### src/rtl/zoom_sequencer.sv
// Region-select interrupt sequencer: zooms into a selected square, restores a prior view, or ignores a click.
// All view arithmetic shares one sequential shift-add multiplier; the view history is a wrapping stack.
module zoom_sequencer #(
  parameter int COORD_W = 32,
  parameter int STACK_DEPTH = 8,
  parameter logic signed [COORD_W-1:0] DEF_X0 = 32'shE0000000,
  parameter logic signed [COORD_W-1:0] DEF_Y0 = 32'shE8000000,
  parameter logic signed [COORD_W-1:0] DEF_STEP = 32'd1048576,
  parameter int FIG_SIZE = 768,
  parameter int RECIP = 87381,
  parameter int RECIP_SHIFT = 26
) (
  input  logic               clk,
  input  logic               rst,
  input  logic               interrupt,
  output logic               interrupt_ack,
  input  logic               mouse_zoom,
  input  logic               mouse_restore,
  input  logic               mouse_click,
  input  logic [10:0]        left_pos_x,
  input  logic [10:0]        bot_pos_y,
  input  logic [9:0]         sel_length,
  input  logic               engine_idle,
  output logic               render_start,
  output logic [COORD_W-1:0] view_x0,
  output logic [COORD_W-1:0] view_y0,
  output logic [COORD_W-1:0] view_step,
  output logic [3:0]         stack_cnt,
  output logic               busy
);

  localparam int PTR_W  = $clog2(STACK_DEPTH);
  localparam int ACC_W  = 64;
  localparam int MPLR_W = 17;
  localparam int CNT_W  = 5;
  localparam logic [MPLR_W-1:0] RECIP_V = MPLR_W'(RECIP);
  localparam logic [10:0]       TOP_ROW = 11'(FIG_SIZE - 1);
  localparam logic [3:0]        FULL    = 4'(STACK_DEPTH);

  typedef enum logic [3:0] {
    IDLE, DECODE, PUSH, MUL_X, MUL_Y, MUL_S1, MUL_S2,
    COMMIT, POP, WAIT_ENG, START, ACK
  } state_t;

  state_t state, state_nxt;

  logic zl, rl, cl;
  logic [PTR_W-1:0]   wr_ptr, rd_ptr;
  logic [COORD_W-1:0] stk_x [STACK_DEPTH];
  logic [COORD_W-1:0] stk_y [STACK_DEPTH];
  logic [COORD_W-1:0] stk_s [STACK_DEPTH];

  logic [ACC_W-1:0]   acc, acc_nxt, mcand, step_ext;
  logic [MPLR_W-1:0]  mplr;
  logic [CNT_W-1:0]   mul_cnt;
  logic               mul_last;
  logic [10:0]        cap_y, cap_w;
  logic [COORD_W-1:0] px, py, s_res;

  assign rd_ptr   = wr_ptr - PTR_W'(1);
  assign step_ext = {{(ACC_W-COORD_W){view_step[COORD_W-1]}}, view_step};
  assign acc_nxt  = acc + (mplr[0] ? mcand : '0);
  // The RECIP stage runs one cycle per RECIP bit; the other stages one per 11-bit operand bit.
  assign mul_last = (state == MUL_S2) ? (mul_cnt == CNT_W'(MPLR_W - 1))
                                      : (mul_cnt == CNT_W'(10));

  always_ff @(posedge clk) begin
    if (rst) state <= IDLE;
    else     state <= state_nxt;
  end

  always_comb begin
    state_nxt     = state;
    render_start  = 1'b0;
    interrupt_ack = 1'b0;
    busy          = (state != IDLE);
    case (state)
      IDLE:     if (interrupt) state_nxt = DECODE;
      DECODE: begin
        if (rl)                             state_nxt = POP;
        else if (zl && sel_length != 10'd0) state_nxt = PUSH;
        else                                state_nxt = WAIT_ENG;
      end
      PUSH:     state_nxt = MUL_X;
      MUL_X:    if (mul_last) state_nxt = MUL_Y;
      MUL_Y:    if (mul_last) state_nxt = MUL_S1;
      MUL_S1:   if (mul_last) state_nxt = MUL_S2;
      MUL_S2:   if (mul_last) state_nxt = COMMIT;
      COMMIT:   state_nxt = WAIT_ENG;
      POP:      state_nxt = WAIT_ENG;
      WAIT_ENG: if (engine_idle) state_nxt = START;
      START: begin
        render_start = 1'b1;
        state_nxt    = ACK;
      end
      ACK: begin
        interrupt_ack = 1'b1;
        state_nxt     = IDLE;
      end
      default:  state_nxt = IDLE;
    endcase
  end

  always_ff @(posedge clk) begin
    if (state == PUSH) begin
      stk_x[wr_ptr] <= view_x0;
      stk_y[wr_ptr] <= view_y0;
      stk_s[wr_ptr] <= view_step;
    end
  end

  always_ff @(posedge clk) begin
    if (rst) begin
      view_x0   <= DEF_X0;
      view_y0   <= DEF_Y0;
      view_step <= DEF_STEP;
      stack_cnt <= '0;
      wr_ptr    <= '0;
      zl        <= 1'b0;
      rl        <= 1'b0;
      cl        <= 1'b0;
      acc       <= '0;
      mcand     <= '0;
      mplr      <= '0;
      mul_cnt   <= '0;
      cap_y     <= '0;
      cap_w     <= '0;
      px        <= '0;
      py        <= '0;
      s_res     <= '0;
    end else begin
      if (state == ACK) begin
        zl <= 1'b0;
        rl <= 1'b0;
        cl <= 1'b0;
      end else begin
        if (mouse_zoom)    zl <= 1'b1;
        if (mouse_restore) rl <= 1'b1;
        if (mouse_click)   cl <= 1'b1;
      end

      case (state)
        PUSH: begin
          wr_ptr <= wr_ptr + PTR_W'(1);
          if (stack_cnt != FULL) stack_cnt <= stack_cnt + 4'd1;
          cap_y   <= (bot_pos_y > TOP_ROW) ? 11'd0 : TOP_ROW - bot_pos_y;
          cap_w   <= {sel_length, 1'b1};
          mcand   <= step_ext;
          mplr    <= {{(MPLR_W-11){1'b0}}, left_pos_x};
          acc     <= '0;
          mul_cnt <= '0;
        end
        MUL_X, MUL_Y, MUL_S1, MUL_S2: begin
          if (!mul_last) begin
            acc     <= acc_nxt;
            mcand   <= mcand << 1;
            mplr    <= mplr >> 1;
            mul_cnt <= mul_cnt + CNT_W'(1);
          end else begin
            // Each stage's final cycle stores its result and loads the next operands.
            acc     <= '0;
            mul_cnt <= '0;
            case (state)
              MUL_X: begin
                px    <= acc_nxt[COORD_W-1:0];
                mcand <= step_ext;
                mplr  <= {{(MPLR_W-11){1'b0}}, cap_y};
              end
              MUL_Y: begin
                py    <= acc_nxt[COORD_W-1:0];
                mcand <= step_ext;
                mplr  <= {{(MPLR_W-11){1'b0}}, cap_w};
              end
              MUL_S1: begin
                mcand <= acc_nxt;
                mplr  <= RECIP_V;
              end
              default: s_res <= acc_nxt[RECIP_SHIFT +: COORD_W];
            endcase
          end
        end
        COMMIT: begin
          view_x0   <= view_x0 + px;
          view_y0   <= view_y0 + py;
          view_step <= (s_res == '0) ? COORD_W'(1) : s_res;
        end
        POP: begin
          if (stack_cnt != 4'd0) begin
            view_x0   <= stk_x[rd_ptr];
            view_y0   <= stk_y[rd_ptr];
            view_step <= stk_s[rd_ptr];
            wr_ptr    <= rd_ptr;
            stack_cnt <= stack_cnt - 4'd1;
          end else begin
            view_x0   <= DEF_X0;
            view_y0   <= DEF_Y0;
            view_step <= DEF_STEP;
          end
        end
        default: ;
      endcase
    end
  end

endmodule

### config.mk
export PLATFORM = sky130hd
export DESIGN_NAME = zoom_sequencer
export DESIGN_NICKNAME = d
export VERILOG_FILES = /design/src/rtl/zoom_sequencer.sv
export SDC_FILE = /design/constraint.sdc
export NUM_CORES = 2
export LEC_CHECK = 0
export CORE_AREA = 10 10 296 298
export DETAILED_ROUTE_END_ITERATION = 16
export DIE_AREA = 0 0 306 308
export PLACE_DENSITY_LB_ADDON = 0.12
export SYNTH_ARGS = -nofsm -noshare
export SYNTH_HDL_FRONTEND = slang
export SYNTH_SLANG_ARGS = --single-unit
### constraint.sdc
create_clock -name clk -period 14.1 [get_ports clk]
set_clock_uncertainty 0.15 [all_clocks]
set_input_delay 1.41 -clock clk [delete_from_list [all_inputs] [get_ports clk]]
set_output_delay 1.41 -clock clk [all_outputs]
set_load 0.005 [all_outputs]
==> results.sh <==
export IMPL_fill_cells=5777
export IMPL_worst_slack_ps=9380
export IMPL_ir_drop_v=0.000125
export IMPL_hold_path_class="flop to flop"
export IMPL_fin_crit_sh_pct=33.5
export IMPL_nets=4141
export IMPL_fin_setup_tns_ps=0
export IMPL_routed_top_layer="met4"
export IMPL_path_delay_family="buffers and inverters"
export IMPL_seqPwrFrac_pct=50.7
export IMPL_hold_slack_ps=306
export IMPL_place_ws_ps=9120
export IMPL_slew_viol_final=0
export IMPL_ys_dominant_reg_cell="edfxtp_1"
export IMPL_grt_pass1_vias=32800
export IMPL_p_sw_mw=1.90
export IMPL_synth_most_common_cell="edfxtp_1"
export IMPL_cp_required_ps=14530
export IMPL_cpPeakStageDelay_ps=850
export IMPL_r2r_slack_ps=9380
export IMPL_powerDensity_mw_per_mm2=135
export IMPL_arrival_ps=5150
export IMPL_status="finished, final reports clean"
export IMPL_dieArea_mm2=0.0942
export IMPL_initial_core_util_pct=61.5
export IMPL_track_usage_pct=27.7
export IMPL_yosys_warnings=0
export IMPL_dr_wl_met2_um=65600
export IMPL_yosysSeqAreaShare_pct=60.6
export IMPL_die_x_um=306
export IMPL_avgSynthCellArea_um2=12.9
export IMPL_cp_start_kind="flop"
export IMPL_final_hold_viol_count=0
export IMPL_cp_end_kind="flop"
export IMPL_root_buffer="clkbuf_16"
export IMPL_max_slew_worst_pin_slew_ps=1250
export IMPL_cts_tree="yes"
export IMPL_netlist_area_leader_share_pct=46.0
export IMPL_internal_power_mw=5.65
export IMPL_htreeDepth=3
export IMPL_drtIter0Drc=3350
export IMPL_critical_path_cell_chain="buf_4 -> buf_4 -> buf_4 -> mux4_2 -> mux2i_1 -> o21ai_0 -> o211a_1"
export IMPL_antenna_found_initial=0
export IMPL_wl_per_cell_um=25.8
export IMPL_wl_um=133000
export IMPL_syn_cell_area_mm2=0.0501
export IMPL_fmax_mhz=212
export IMPL_clk_pin_slew_worst_paths_ps=60
export IMPL_drive_gt1_share_pct=12.7
export IMPL_swShare_pct=25.2
export IMPL_synthArstFlopShare_pct=0
export IMPL_place_port_buffers=140
export IMPL_cpMostUsedCell="buf_4"
export IMPL_finalCriticalPeriod_ps=4720
export IMPL_cp_slowest_cell="buf_4"
export IMPL_synth_common_cells="768 x edfxtp_1, 423 x nand2_1, 365 x dfxtp_1"
export IMPL_register_area_mm2=0.0304
export IMPL_combPwrFrac_pct=11.1
export IMPL_critical_path_class="flop to flop"
export IMPL_die_y_um=308
export IMPL_fin_util_pct=68.8
export IMPL_drc=0
export IMPL_grt_pass1_wl_um=201000
export IMPL_vias=33700
export IMPL_p_leak_nw=20.1
export IMPL_wl_met3_um=9610
export IMPL_cp_max_fo=48
export IMPL_synth_edff_count=768
export IMPL_fp_row_count=105
export IMPL_multiInputGateArea_mm2=0.0188
export IMPL_overflow=0
export IMPL_grt_max_degree=130
export IMPL_cts_buffers=110
export IMPL_cap_violations=0
export IMPL_syn_inst=3901
export IMPL_core_area_mm2=0.0816
export IMPL_synthToLayoutAreaGrowth_pct=12.0
export IMPL_setup_viol=0
export IMPL_cts_sinks=1133
export IMPL_antenna_cells=0
export IMPL_drtAntennaViolNets=0
export IMPL_slew_headroom_pct=16.4
export IMPL_synth_area_leader_cell="edfxtp_1"
export IMPL_routedLengthMet1_um=53300
export IMPL_clkLatencyLatePin_ps=700
export IMPL_cts_hold_buf=0
export IMPL_gp_congestion=0.934
export IMPL_post_cts_setup_buffers=0
export IMPL_cts_resized=0
export IMPL_p_clk_share_pct=38.2
export IMPL_synth_cell_types=97
export IMPL_cts_buffer_depth=3
export IMPL_via_per_inst=6.55
export IMPL_syn_nets=4069
export IMPL_place_hpwl_um=81300
export IMPL_rsz0062_at_grt="no"
export IMPL_synth_area_leaders="edfxtp_1 46%, dfxtp_1 15%, mux4_2 8.6%"
export IMPL_worst_path_buf_inv=3
export IMPL_dr_pass1_iters=6
export IMPL_ys_ff_latch=1133
export IMPL_io_pins=142
## sequential cells by signal (all words and copies together) (netlist names), 11 cells and up
| signal | cells |
|---|---|
| acc | 58 |
| s_res | 32 |
| view_y0 | 32 |
| stk_y | 256 |
| mplr | 17 |
| cap_w | 11 |
| mcand | 58 |
| px | 32 |
| view_step | 32 |
| view_x0 | 32 |
| stk_s | 256 |
| stk_x | 256 |
| cap_y | 11 |
| py | 32 |
## power groups by stage
stage	Sequential [mW]	Clock, mW	Combinational (mW)
finish	3.83	2.89	0.841
CTS	3.83	2.92	0.846
floorplan	3.84	0	0.560
global placement	3.89	0	0.830
global route	3.84	3.05	0.908
detailed placement	3.90	0	0.842
## tightest hold or removal path: cells and delay by family, from the launching register on
family | cells | cell delay, ps
and+or+nand+nor | 1 | 50
DFF | 1 | 310
AOI/OAI and AO/OA | 1 | 50
## cells by family after synthesis
| group | count (synthesis) | share of synthesized area [%] |
|---|---|---|
| DFF | 1133 | 60.6 |
| muxes | 246 | 9.70 |
| and+or+nand+nor | 987 | 8.70 |
| AOI/OAI and AO/OA | 1000 | 13.4 |
| buffers and inverters | 284 | 2.25 |
| xor gates and xnor gates | 122 | 2.13 |
| adders and majority gates | 129 | 3.28 |
## routing by layer
metal | GRT usage [%] | up-vias
met5 | 0 | -
met4 | 8.85 | 0
met3 | 3.88 | 232
met2 | 46.8 | 1367
met1 | 36.8 | 17000
li1 | - | 15100
## final cells by class
| cell class | instances | share of cell area [%] |
|---|---|---|
| Clock buffer | 150 | 5.40 |
| Clock inverter | 59 | 0.952 |
| Inverter | 38 | 0.259 |
| Multi-Input combinational cell | 2484 | 33.5 |
| Sequential cell | 1133 | 54.1 |
| Tap cell | 1070 | 2.38 |
| Timing Repair Buffer | 206 | 3.41 |
## path summary, 6_finish.rpt
| path | end | start | cells past startpoint |
|---|---|---|---|
| max | view_step[12] | wr_ptr[0] | 7 |
| min | cap_w[6] | cap_w[6] | 2 |
| max reg2reg | view_step[12] | wr_ptr[0] | 7 |
| min reg2reg | cap_w[6] | cap_w[6] | 2 |
## per-stage QoR
step	cell area [µm²]	cells	total power, mW
after floorplan	50100	3901	4.40
after global placement	52600	4931	4.72
after detailed placement	52600	4931	4.74
after CTS	56100	5140	7.59
after global routing	56100	5140	7.80
final	56100	5140	7.56
## cells in the final DEF (no fill, tap or decap), types with 110 or more instances in the layout
cell and instances:
ha_1 124, nor2_1 268, dfxtp_1 364, clkbuf_16 110, edfxtp_1 768, o21ai_0 174, clkdlybuf4s50_1 139, mux4_2 192
nand2_1 421, a21oi_1 345
No activity file was read; power rests on OpenSTA's default activity.
